**config.mk**
```make
export PLATFORM = sky130hd
export DESIGN_NAME = pc_unit_ras
export DESIGN_NICKNAME = d
export VERILOG_FILES = /design/src/rtl/pc_unit_ras_pkg.sv /design/src/rtl/pc_unit_ras_stack.sv /design/src/rtl/pc_unit_ras.sv
export SDC_FILE = /design/constraint.sdc
export NUM_CORES = 1
export LEC_CHECK = 0
export BUFFER_PORTS_ARGS = -buffer_cell sky130_fd_sc_hd__buf_2
export CAP_MARGIN = 20
export CORE_AREA = 2 2 173 175
export DETAILED_ROUTE_END_ITERATION = 8
export DIE_AREA = 0 0 175 177
export MAX_ROUTING_LAYER = met4
export PLACE_DENSITY = 0.89
export SLEW_MARGIN = 20
export SYNTH_ARGS = -nofsm -noshare
export SYNTH_HDL_FRONTEND = slang
export SYNTH_SLANG_ARGS = --single-unit
```
**constraint.sdc**
```tcl
create_clock -name clk -period 17.85 [get_ports clk]
set_input_delay 3.57 -clock clk [delete_from_list [all_inputs] [get_ports clk]]
set_output_delay 3.57 -clock clk [all_outputs]
set_load 0.005 [all_outputs]
```
**src/rtl/pc_unit_ras_pkg.sv**
```systemverilog
// pc_unit_ras_pkg: shared defaults and next-PC source select for pc_unit_ras
package pc_unit_ras_pkg;
    localparam int          DEF_XLEN        = 64;
    localparam logic [63:0] DEF_RESET_PC    = 64'h0;
    localparam int          DEF_INSTR_BYTES = 4;
    localparam int          DEF_RAS_DEPTH   = 4;
    typedef enum logic [2:0] {SEL_TRAP, SEL_REDIR, SEL_HOLD, SEL_RAS, SEL_SEQ} pc_sel_e;
endpackage

```
**src/rtl/pc_unit_ras_stack.sv**
```systemverilog
// ras_stack: circular return-address stack with saturating count
// Ports: clk, reset (sync, active-low), enable (allow push/pop), clear (count to 0),
//        push/pop/push_data (call/return requests), top (entry at pointer), empty, full
module ras_stack #(
    parameter int XLEN      = 64,
    parameter int RAS_DEPTH = 4
) (
    input  logic            clk,
    input  logic            reset,
    input  logic            enable,
    input  logic            clear,
    input  logic            push,
    input  logic            pop,
    input  logic [XLEN-1:0] push_data,
    output logic [XLEN-1:0] top,
    output logic            empty,
    output logic            full
);
    localparam int PW = $clog2(RAS_DEPTH);
    localparam logic [PW:0] FULL_CNT = (PW + 1)'(RAS_DEPTH);
    logic [XLEN-1:0] mem [RAS_DEPTH];
    logic [PW-1:0]   ptr;
    logic [PW:0]     count;
    assign top   = mem[ptr];
    assign empty = count == '0;
    assign full  = count == FULL_CNT;
    // ptr always addresses the newest entry; wrapping lets a push on a full
    // stack silently overwrite the oldest one
    always_ff @(posedge clk) begin
        if (!reset) begin
            ptr   <= '0;
            count <= '0;
        end else if (clear) begin
            count <= '0;
        end else if (enable) begin
            if (push && pop && !empty) begin
                mem[ptr] <= push_data;
            end else if (push) begin
                ptr              <= ptr + 1'b1;
                mem[ptr + 1'b1]  <= push_data;
                count            <= full ? count : count + 1'b1;
            end else if (pop && !empty) begin
                ptr   <= ptr - 1'b1;
                count <= count - 1'b1;
            end
        end
    end
endmodule

```
**src/rtl/pc_unit_ras.sv**
```systemverilog
// pc_unit_ras: fetch PC register with trap/redirect/stall priority and RAS return prediction
// Ports: clk, reset (sync, active-low), pc_write (0 = stall), trap_valid/trap_target,
//        redirect_valid/redirect_target, ras_push/ras_push_addr, ras_pop,
//        pc_out (registered PC), pc_next (combinational next PC), ras_empty, ras_full
module pc_unit_ras
    import pc_unit_ras_pkg::*;
#(
    parameter int              XLEN        = DEF_XLEN,
    parameter logic [XLEN-1:0] RESET_PC    = XLEN'(DEF_RESET_PC),
    parameter int              INSTR_BYTES = DEF_INSTR_BYTES,
    parameter int              RAS_DEPTH   = DEF_RAS_DEPTH
) (
    input  logic            clk,
    input  logic            reset,
    input  logic            pc_write,
    input  logic            trap_valid,
    input  logic [XLEN-1:0] trap_target,
    input  logic            redirect_valid,
    input  logic [XLEN-1:0] redirect_target,
    input  logic            ras_push,
    input  logic [XLEN-1:0] ras_push_addr,
    input  logic            ras_pop,
    output logic [XLEN-1:0] pc_out,
    output logic [XLEN-1:0] pc_next,
    output logic            ras_empty,
    output logic            ras_full
);
    localparam logic [XLEN-1:0] ALIGN_MASK = ~XLEN'(INSTR_BYTES - 1);
    logic [XLEN-1:0] ras_top, pc_raw;
    pc_sel_e         sel;
    // flushes beat a stall so a trap or mispredict is never lost
    always_comb begin
        sel    = trap_valid ? SEL_TRAP : redirect_valid ? SEL_REDIR : !pc_write ? SEL_HOLD :
                 (ras_pop && !ras_empty) ? SEL_RAS : SEL_SEQ;
        pc_raw = sel == SEL_TRAP  ? trap_target :
                 sel == SEL_REDIR ? redirect_target :
                 sel == SEL_HOLD  ? pc_out :
                 sel == SEL_RAS   ? ras_top : pc_out + XLEN'(INSTR_BYTES);
    end
    assign pc_next = pc_raw & ALIGN_MASK;
    always_ff @(posedge clk) begin
        if (!reset) pc_out <= RESET_PC;
        else        pc_out <= pc_next;
    end
    ras_stack #(.XLEN(XLEN), .RAS_DEPTH(RAS_DEPTH)) u_ras (
        .clk       (clk),
        .reset     (reset),
        .enable    (pc_write && !trap_valid && !redirect_valid),
        .clear     (trap_valid),
        .push      (ras_push),
        .pop       (ras_pop),
        .push_data (ras_push_addr),
        .top       (ras_top),
        .empty     (ras_empty),
        .full      (ras_full)
    );
endmodule

```
==> flow_summary_export.csv <==
group,metric,value,unit
grt,grt_use_total,0.362,
drt,drc,0,
pwr,power_density,96.3,nW/um2
floorplan,die_w,175,um
drt,drt-initial-drc-count,1787,
grt,grt_pass1_vias,12793,
setup_path,path_common_cell,"buf_2",
drt,ant_nets,0,
pwr,p_clk_frac,0.434,
floorplan,die_y,177,um
final_layout,final_common_cell,"buf_2",
setup_path,cp_max_fo,51,
place,io_buffer_count,318,
grt,overflow,0,
sta,fmax,98.4,MHz
sta,clock_skew,0.0217,ns
pwr,switchingPower,434,uW
pwr,power_leakage,0.00651,uW
worst_hold_path,hold_path.class,"reg2reg",
cts,cts_sinks,317,
logic_synthesis,synth_top_area_share,0.490,
pwr,power.internal,1340,uW
logic_synthesis,synth-edff-count,248,
logic_synthesis,synthesis.area,15200,um2
cts,cts_resized,0,
final_layout,drive_above_1_share,0.319,
logic_synthesis,ys_seq_area_frac,0.581,
floorplan,coreArea,29200,um2
sta,finalSetupTns,0,ns
floorplan,rows,63,
cts,worstSkewPairLatency,0.54,ns
drt,dr.pass1.iters,8,
floorplan,io_pins,329,
final_layout,multi_input_area,5990,um2
setup_path,cp-end-kind,"output pin",
setup_path,path_class,"in2out",
place,gp_congestion,0.957,
logic_synthesis,yosysWarnings,0,
grt,grt_max_degree,63,
sta,min_period,10.16,ns
sta,worstMarginPinSlew,1.04,ns
cts,cts_root_buf,"clkbuf_16",
setup_path,cp_cell_sequence,"buf_2 -> buf_4 -> or3b_1 -> nor2_4 -> o41ai_1 -> a221oi_1 -> nor2_1 -> buf_2",
final_layout,synthToLayoutAreaGrowth,21.1,%
sta,slew_viol_final,0,
setup_path,start_kind,"input pin",
pwr,peakVddDrop,0.0000798,V
pwr,combPwrFrac,0.093,
final_layout,nets,1716,
setup_path,worst_ep_required_time,14.28,ns
logic_synthesis,syn_area_per_cell,12.4,um2
grt,grt_pass1_wl,80200,um
sta,min_period_over_period,0.569,
logic_synthesis,syn_inst,1225,
final_layout,nFillCells,2189,
drt,viasPerCell,6.89,
grt,antenna_found_initial,5,
cts,clock_path_buffers,3,
setup_path,crit_arrival,6.59,ns
outcome,status,"finished clean",
drt,vias,13324,
cts,path_clk_slew,0.06,ns
floorplan,start_util,0.520,
drt,wl_per_cell,28.6,um
setup_path,path_buf_inv,3,
drt,routed_wl,55400,um
sta,slew_headroom,0.304,
setup_path,max_stage_delay,0.83,ns
setup_path,path_delay_family,"simple AND/OR/NAND/NOR gates",
cts,cts_tree,"done",
cts,h-tree-depth,2,
logic_synthesis,synthArstFlopShare,0,
sta,setup_viol,0,
logic_synthesis,synth_area_leaders,"edfxtp_1 49%, mux4_2 9.2%, dfxtp_1 9.1%",
flow_run,drv_cap,0,
logic_synthesis,ys_ff_latch,317,
logic_synthesis,yosysTopAreaCell,"edfxtp_1",
final_layout,layout_common_cells,"318 x buf_2, 248 x edfxtp_1, 83 x nand2_1",
logic_synthesis,synth-main-ff-cell,"edfxtp_1",
setup_path,crit_slowest_cell,"nor2_4",
cts,cts_buffers,34,
place,hpwlAfterDp,37100,um
pwr,sw_frac_of_total,0.245,
logic_synthesis,yosys.cell_types.count,78,
final_layout,register_area,8830,um2
sta,finalHoldViolCount,0,
floorplan,dieArea,31000,um2
cts,holdBufCountCts,0,
pwr,power.share.sequential,0.473,
cts,post_cts_buffers,0,
pwr,power.total,1770,uW
sta,grt_setup_unrepaired,"false",
==> path summary, 6_finish.rpt <==
check,slack (ns),cells past startpoint,end,startpoint
setup / recovery,7.69,8,pc_next[14],pc_write
hold / removal,0.57,2,pc_out[60]$_SDFF_PN0_,pc_out[60]$_SDFF_PN0_
setup reg to reg,14.41,7,pc_out[33]$_SDFF_PN0_,register
hold reg to reg,0.57,2,pc_out[60]$_SDFF_PN0_,pc_out[60]$_SDFF_PN0_
==> worst min-delay path: stages (launching register included) <==
cell,delay (ns)
dfxtp_1,0.35
nand3_1,0.09
a31oi_1,0.08
==> power groups by stage <==
stage | clock [uW] | combinational, uW | sequential [uW]
floorplan | 0 | 81.3 | 837
global placement | 0 | 155 | 852
detailed placement | 0 | 160 | 852
CTS | 771 | 162 | 836
global route | 800 | 176 | 839
finish | 770 | 165 | 838
==> registers in the layout (all words and copies together) (netlist names), named ones only <==
name,cells
u_ras.mem,248
u_ras.ptr,2
pc_out,62
u_ras.count,3
==> cell families (layout without fill, tap and decap cells) <==
family                     after synthesis  in the layout  synth area share
DFF                                    317            317             0.581
other                                    1              9          0.000247
and+or+nand+nor                        425            425             0.150
buffers and inverters                  108            420            0.0293
adders and majority gates                2              2           0.00214
muxes                                   79             79             0.103
xor gates and xnor gates                 8              8           0.00461
AOI/OAI and AO/OA                      285            285             0.130
==> cell usage after synthesis, types with 34 or more instances <==
cell type,number
a21oi_1,52
and2_1,44
clkbuf_1,68
dfxtp_1,69
edfxtp_1,248
mux4_2,62
nand2_1,83
nand3_1,34
nand4_1,45
nor2_1,84
nor3_1,38
o21ai_0,42
==> layout make-up <==
type | instances | share of cell area
clock inverter | 21 | 0.0179
timing repair buffer | 345 | 0.0986
tap | 390 | 0.0265
multi-input combinational | 803 | 0.325
antenna | 5 | 0.000680
sequential | 317 | 0.480
clock buffer | 40 | 0.0480
inverter | 14 | 0.00286
==> per-layer routing <==
metal,part of all wire,global-route usage,up-vias
li1,-,-,5509
met1,0.36,0.459,6392
met2,0.46,0.557,1198
met3,0.13,0.0816,225
met4,0.055,0.171,0
met5,0,-,-
==> stage by stage <==
step                       util  setup WS (ns)  hold WS (ns)  instance area, um2  cells
after global placement    0.586           7.62         0.537               17100   1868
after global routing      0.629           7.58         0.604               18400   1934
after detailed placement  0.586           7.82         0.552               17200   1868
after floorplan               -           8.50         0.518               15200   1228
after CTS                 0.628           7.82         0.560               18400   1929
final                     0.629           7.69         0.571               18400   1935
Note: power is estimated with default switching activity, not from simulation.
